==> config.mk <==
export PLATFORM = sky130hd
export DESIGN_NAME = rc_unit
export DESIGN_NICKNAME = d
export VERILOG_FILES = /design/src/rtl/noc_params.sv /design/src/rtl/rc_unit.sv
export SDC_FILE = /design/constraint.sdc
export NUM_CORES = 1
export LEC_CHECK = 0
export BUFFER_PORTS_ARGS = -buffer_cell sky130_fd_sc_hd__buf_2
export CAP_MARGIN = 20
export CORE_AREA = 2 2 39 41
export DETAILED_ROUTE_END_ITERATION = 6
export DIE_AREA = 0 0 41 43
export HOLD_SLACK_MARGIN = 0.03
export SLEW_MARGIN = 20
export SYNTH_ARGS = -nofsm -noshare
export SYNTH_HDL_FRONTEND = slang
export SYNTH_SLANG_ARGS = --single-unit
==> constraint.sdc <==
create_clock -name clk -period 1.2 [get_ports clk]
set_input_delay 0.36 -clock clk [delete_from_list [all_inputs] [get_ports clk]]
set_output_delay 0.36 -clock clk [all_outputs]
set_load 0.005 [all_outputs]
==> src/rtl/noc_params.sv <==
// Shared NoC parameters: output-port encoding and default mesh geometry.
package noc_params;

  typedef enum logic [2:0] {
    LOCAL = 3'd0,
    NORTH = 3'd1,
    SOUTH = 3'd2,
    WEST  = 3'd3,
    EAST  = 3'd4
  } port_t;

  localparam int MESH_SIZE_X      = 5;
  localparam int MESH_SIZE_Y      = 7;
  localparam int DEST_ADDR_SIZE_X = $clog2(MESH_SIZE_X);
  localparam int DEST_ADDR_SIZE_Y = $clog2(MESH_SIZE_Y);

endpackage

==> src/rtl/rc_unit.sv <==
// XY dimension-order route computation: combinational port decode plus a
// one-cycle registered copy with valid and out-of-mesh destination flag.
module rc_unit
  import noc_params::*;
#(
  parameter int MESH_SIZE_X      = noc_params::MESH_SIZE_X,
  parameter int MESH_SIZE_Y      = noc_params::MESH_SIZE_Y,
  parameter int X_CURRENT        = MESH_SIZE_X / 2,
  parameter int Y_CURRENT        = MESH_SIZE_Y / 2,
  parameter int DEST_ADDR_SIZE_X = $clog2(MESH_SIZE_X),
  parameter int DEST_ADDR_SIZE_Y = $clog2(MESH_SIZE_Y)
) (
  input  logic                        clk,
  input  logic                        rst,
  input  logic [DEST_ADDR_SIZE_X-1:0] x_dest_i,
  input  logic [DEST_ADDR_SIZE_Y-1:0] y_dest_i,
  input  logic                        valid_i,
  output port_t                       out_port_o,
  output port_t                       out_port_q_o,
  output logic                        valid_q_o,
  output logic                        dest_err_q_o
);

  // One extra bit so a power-of-two mesh size still fits in the compare.
  localparam int XW = DEST_ADDR_SIZE_X + 1;
  localparam int YW = DEST_ADDR_SIZE_Y + 1;
  localparam logic [XW-1:0] X_CUR  = XW'(X_CURRENT);
  localparam logic [YW-1:0] Y_CUR  = YW'(Y_CURRENT);
  localparam logic [XW-1:0] X_SIZE = XW'(MESH_SIZE_X);
  localparam logic [YW-1:0] Y_SIZE = YW'(MESH_SIZE_Y);

  logic [XW-1:0] x_ext;
  logic [YW-1:0] y_ext;
  logic          out_of_range;

  assign x_ext        = {1'b0, x_dest_i};
  assign y_ext        = {1'b0, y_dest_i};
  assign out_of_range = (x_ext >= X_SIZE) || (y_ext >= Y_SIZE);

  // X resolved first; Y only consulted once the column matches.
  always_comb begin
    out_port_o = LOCAL;
    if (x_ext < X_CUR)      out_port_o = WEST;
    else if (x_ext > X_CUR) out_port_o = EAST;
    else if (y_ext < Y_CUR) out_port_o = NORTH;
    else if (y_ext > Y_CUR) out_port_o = SOUTH;
  end

  always_ff @(posedge clk or posedge rst) begin
    if (rst) begin
      out_port_q_o <= LOCAL;
      valid_q_o    <= 1'b0;
      dest_err_q_o <= 1'b0;
    end else begin
      valid_q_o    <= valid_i;
      dest_err_q_o <= valid_i & out_of_range;
      if (valid_i) out_port_q_o <= out_port_o;
    end
  end

endmodule

==> results of run 1 <==
==> layer usage <==
metal	up-vias	track usage, %
met1	103	7.84
met5	-	0
met4	0	4.00
met2	19	10.0
li1	112	-
met3	2	8.90
==> kinds of logic (layout without fill, tap and decap cells) <==
family	count (synthesis)	count (layout)	share of synthesized area, %
DFF	5	5	57.8
buffers and inverters	1	27	1.73
muxes	3	3	15.6
and+or+nand+nor	2	2	5.20
AOI/OAI and AO/OA	6	6	19.7
==> power groups by stage <==
stage	Combinational, W	Sequential (W)	Clock [W]
2_1_floorplan	0.0000254	0.000194	0
3_3_place_gp	0.0000795	0.000192	0
3_5_place_dp	0.0000807	0.000192	0
4_1_cts	0.0000900	0.000190	0.000198
5_1_grt	0.000111	0.000191	0.000219
6_report	0.000101	0.000190	0.000188
==> timing repair <==
item | in CTS | in global routing
gates resized for setup | 2 | 5
cloned | 0 | 0
pin swaps | 3 | 1
buffers inserted | 1 | 1
setup endpoints to repair | 3 | 3
hold endpoints to repair | 5 | 0
hold buffers | 1 | 0
==> state kept, by name (all words and copies together) (netlist names) <==
register and cells:
dest_err_q_o 1, valid_q_o 1, out_port_q_o 3
==> worst max-delay path by stage <==
| stage | endpoint | slack, ps | cells after the start |
|---|---|---|---|
| finish | out_port_o[0] | -170 | 4 |
| global route | out_port_o[0] | -190 | 4 |
| CTS | out_port_o[0] | -170 | 4 |
| detailed placement | out_port_o[0] | -210 | 4 |
| global placement | out_port_o[0] | -180 | 4 |
| floorplan | out_port_o[0] | 40 | 2 |
==> cell type report <==
cell class	count	share of cell area (%)
Clock buffer	4	6.14
Inverter	1	0.877
Multi-Input combinational cell	11	23.1
Sequential cell	5	29.2
Tap cell	16	4.68
Timing Repair Buffer	22	36.0
==> cell usage in the layout (no fill, tap or decap), drive strengths merged <==
cell          n
buf          21
dfrtp         5
clkbuf        4
mux2          3
a21oi         2
a211o         1
nand2b        1
a21o          1
nand3         1
o21ai         1
a21boi        1
inv           1
dlygate4sd3   1
==> metrics by stage <==
step	setup TNS (ps)	hold WS, ps	instances
global placement	-333	263	52
global route	-288	301	59
CTS	-272	309	58
floorplan	0	139	17
finish	-209	312	59
detailed placement	-376	264	52
==> impl_results.md, run 1 <==
* Least-Margin Pin Slew at 179 ps
* Die width at 41 um
* Area growth from synthesis to layout at 97.7%
* Clock share of power at 39.3%
* Pwr Total at 0.000478 W
* Worst hold path startpoint: valid_i
* GRT Util Overall at 7.97%
* Worst VDD drop at 0.507 mV
* First-pass DRT Iterations at 3
* Endpoint type of the worst setup path: output pin
* Min-Delay Path Class: in2reg
* Synth Register Bits at 5
* Global-route wire length before repair at 862 um
* Crit Path Max Fanout at 2
* Top layer in use: met4
* Die ar. at 1760 um2
* Register-to-Register Path Depth at 1
* Worst path bufs/invs at 2
* Final Max Tran Viols at 0
* Final Instance Area at 428 um2
* Number of flops mapped to enable cells by yosys at 0
* Cell Int Power at 0.000372 W
* Comb pwr share at 21.0%
* Startpoint type of the worst setup path: input port
* Drt total wl at 598 um
* Gr ovfl total at 0
* CTS buffer count at 3
* Core Footprint at 1380 um2
* Routed length per instance at 10.1 um
* Reg2reg setup slack at 440 ps
* Synthesized area at 216 um2
* Worst path cell trace: buf_6 -> a211o_1 -> a21oi_2 -> buf_2
* CP max stage cell: a211o_1
* Nets at 53
* Ys async rst share at 100%
* Routed Antenna Nets at 0
* Outcome: finished, violations left
* Worst r2r src: out_port_q_o[0]$_DFFE_PP0P_
* Post-synth top flop: dfrtp_1
* Final period util at 114%
* Synth cell types at 12
* Slew margin rel. at 88.0%
* Failing checks: setup timing
* Sw Ratio at 22.2%
* CTS root buffer: clkbuf_4
* Final Hold Viols at 0
* Multi-input gate area at 98.8 um2
* Count leader, synth: dfrtp_1
* Leak Pwr at 0.223 nW
* Family with the most delay on the worst path: compound AO/OA/AOI/OAI gates
* CTS clk-pin slew, worst paths at 40 ps
* Post-route worst setup slack at -170 ps
* Hold Path Depth at 1
* Synth Warn # at 0
* Final setup fails at 3
* CP required at 840 ps
* # port buffers at 16
* Peak Freq at 0.730 GHz
* Antenna Cells at 0
* Ranking of synthesized cells by area: dfrtp_1, mux2_2, mux2_1
* Top post-synthesis cells by count: dfrtp_1, mux2_2
* Largest net degree at the start of global routing at 6
* Met2 WL at 209 um
* Filler cell count at 149
* Hold worst-path end: valid_q_o$_DFF_PP0_
* Routed wl met3 at 119 um
* Met1 WL at 263 um
* Worst skew pair latency at 240 ps
* DRC at 0
* CTS tree: built
* Post-synthesis average cell area at 12.7 um2
* Initial cell density of the core at 15.6%
* Initial antenna violation count at 0
* R2r endpoint: out_port_q_o[0]$_DFFE_PP0P_
* Area after DPL at 339 um2
* Power per cell area at 1120 nW/um2
* Skew final at 0 ps
* Sequential power share at 39.7%
* Share of cells above drive strength 1 at 67.4%
* Top-area cell type share of the netlist area at 57.8%
* Setup CP Type: in2out
* CP peak stage delay at 290 ps
* Worst setup path start: y_dest_i[1]
* Final RePlAce weighted congestion at 0.586
* Worst EP arrival at 1010 ps
* RSZ-0062 raised after global routing: true
* Max-cap viol count at 0
* Cell taking the most area after synthesis: dfrtp_1
* Post-Place Worst Slack at -209 ps
* Post-synth net total at 26
* Register area share after synthesis at 57.8%
* Psw at 0.000106 W
* Fin util at 30.9%
* DR vias/cell at 4.00
* Final min period at 1370 ps
* Clk sinks at 5
* CTS Buffer Depth at 2
* Number of global-route vias before repair at 226
* Via count at 236
* Row count at 14
* Flip-flop and latch area at 125 um2
* Synthesized instance count at 17
* Die outline height at 43 um
* DR iter-0 viols at 2
* Ports at 17
* # H-tree levels at 1
Note: power is estimated with default switching activity, not from simulation.
==> run 2, diff against run 1 <==
--- a/config.mk
+++ b/config.mk
@@ -8,6 +8,7 @@
 export BUFFER_PORTS_ARGS = -buffer_cell sky130_fd_sc_hd__buf_2
 export CAP_MARGIN = 20
 export CORE_AREA = 2 2 39 41
+export CTS_BUF_LIST = sky130_fd_sc_hd__clkbuf_8
 export DETAILED_ROUTE_END_ITERATION = 6
 export DIE_AREA = 0 0 41 43
 export HOLD_SLACK_MARGIN = 0.03
==> constraint.sdc (replaced) <==
create_clock -name clk -period 1.2 [get_ports clk]
set_input_delay 0.36 -clock clk [delete_from_list [all_inputs] [get_ports clk]]
set_output_delay 0.36 -clock clk [all_outputs]
set_load 0.05 [all_outputs]
==> run 2 against run 1 <==
- the run still ends with setup timing left
- first-iteration DRC count grew 50%
- critical path depth is the same
- non-clock buffer count is the same
- via count grew 0.85%
- clock skew is the same
- maximum frequency shrank 4.5%
- cell area grew 11%
- sequential power is essentially flat
- largest cell class unchanged
- highest routed layer unchanged
==> impl_results.md, run 2 (synthesis gave the netlist of run 1 again) <==
* Setup TNS at -442 ps
* Via count at 238
* CP peak stage delay at 310 ps
* Final period util at 120%
* Min-Delay Path Class: in2async
* Setup CP Type: in2out
* Worst path bufs/invs at 2
* Largest register FFs at 3
* Outcome: finished, violations left
* DR vias/cell at 4.03
* Row count at 14
* Skew final at 0 ps
* Post-detail-place hpwl at 536 um
* Core Footprint at 1380 um2
* Routed Antenna Nets at 0
* # port buffers at 16
* Largest net degree at the start of global routing at 6
* Ports at 17
* # H-tree levels at 1
* Share of cells above drive strength 1 at 69.8%
* Worst hold slack at 30.5 ps
* Die outline height at 43 um
* Final RePlAce weighted congestion at 0.602
* Global-route wire length before repair at 931 um
* GRT Util Overall at 9.07%
* Family with the most delay on the worst path: compound AO/OA/AOI/OAI gates
* Most common cell after layout, fill and taps aside: buf_2
* Power per cell area at 1440 nW/um2
* Final Hold Viols at 0
* CP max stage cell: a211o_1
* Final min period at 1430 ps
* Least-Margin Pin Slew at 253 ps
* CTS root buffer: clkbuf_8
* Peak Freq at 0.697 GHz
* Antenna Cells at 0
* Initial antenna violation count at 0
* CTS tree: built
* Endpoint type of the worst setup path: output pin
* Worst EP arrival at 1070 ps
* Drt total wl at 646 um
* Leak Pwr at 0.241 nW
* Post-Place Worst Slack at -341 ps
* Worst skew pair latency at 220 ps
* CTS buffer count at 3
* Final Max Tran Viols at 0
* Failing checks: setup timing
* Area growth from synthesis to layout at 118%
* DR iter-0 viols at 3
* Routed length per instance at 10.9 um
* RSZ-0062 raised after global routing: true
* DRC at 0
* Final setup fails at 3
* CTS Buffer Depth at 2
* Slew margin rel. at 83.2%
* CTS clk-pin slew, worst paths at 40 ps
* Commonest non-fill, non-tap cells in the layout: buf_2, buf_4, buf_6
* Die width at 41 um
* CP most frequent cell: buf_6
* Clk sinks at 5
* Biggest register: out_port_q_o
* First-pass DRT Iterations at 2
* Post-route worst setup slack at -235 ps
* CP required at 840 ps
* Initial cell density of the core at 15.6%
* Top flop regs: out_port_q_o x3, dest_err_q_o x1, valid_q_o x1
* Final Instance Area at 473 um2
* Nets at 53
* Worst VDD drop at 0.495 mV
* Die ar. at 1760 um2
* Gr ovfl total at 0
* Max-cap viol count at 0
* Worst path cell trace: buf_6 -> a211o_1 -> a21oi_4 -> buf_6
* Number of global-route vias before repair at 233
* Area after DPL at 380 um2
* Startpoint type of the worst setup path: input port
* Crit Path Max Fanout at 2
## run 2: changes by cell type in the layout (fill, tap and decap cells not counted), moves of 3 or more
cell / change
buf_2: -4
buf_4: +3
buf_6: +3
clkbuf_4: -3
clkbuf_8: +3
## run 2: metal layers
layer	wire length, um	global-route usage (%)	share of wire (%)
met2	289	12.2	45
met3	99	8.90	15
met4	9	8.00	1.4
met5	0	0	0
met1	248	7.17	38
## run 2: where the power goes
group,internal (W),switching (W),total [W]
Clock,0.000219,0.0000769,0.000296
Sequential,0.000184,0.00000650,0.000191
Combinational,0.0000750,0.000118,0.000193
## run 2: repair_timing
action                     CTS  global route
setup buffers                0             1
pin swaps                    1             1
resized for setup           10             2
hold buffers                 0             0
setup endpoints to repair    4             4
## run 2: worst paths after layout
kind / start / endpoint / slack, ps / cells past startpoint
hold reg to reg: out_port_q_o[0]$_DFFE_PP0P_ / out_port_q_o[0]$_DFFE_PP0P_ / 480 / 1
min in group clk: valid_i / valid_q_o$_DFF_PP0_ / 320 / 1
hold / removal: rst / out_port_q_o[2]$_DFFE_PP0P_ / 30 / 2
max in group asynchronous: rst / dest_err_q_o$_DFF_PP0_ / 1000 / 2
setup / recovery: y_dest_i[0] / out_port_o[0] / -230 / 4
setup reg to reg: out_port_q_o[2]$_DFFE_PP0P_ / out_port_q_o[2]$_DFFE_PP0P_ / 430 / 1
## run 2: through the flow
stage | instances | util, % | total power [W]
2_1_floorplan | 17 | - | 0.000300
3_3_place_gp | 54 | 27.5 | 0.000363
5_1_grt | 59 | 34.2 | 0.000726
6_report | 59 | 34.2 | 0.000680
4_1_cts | 58 | 33.5 | 0.000690
3_5_place_dp | 54 | 27.5 | 0.000366
## run 2: area by class of cell
class,instances,area (um2)
Fill cell,150,911
Inverter,1,3.75
Multi-Input combinational cell,11,114
Tap cell,16,20.0
Timing Repair Buffer,22,165
Clock inverter,1,3.75
Clock buffer,3,41.3
Sequential cell,5,125
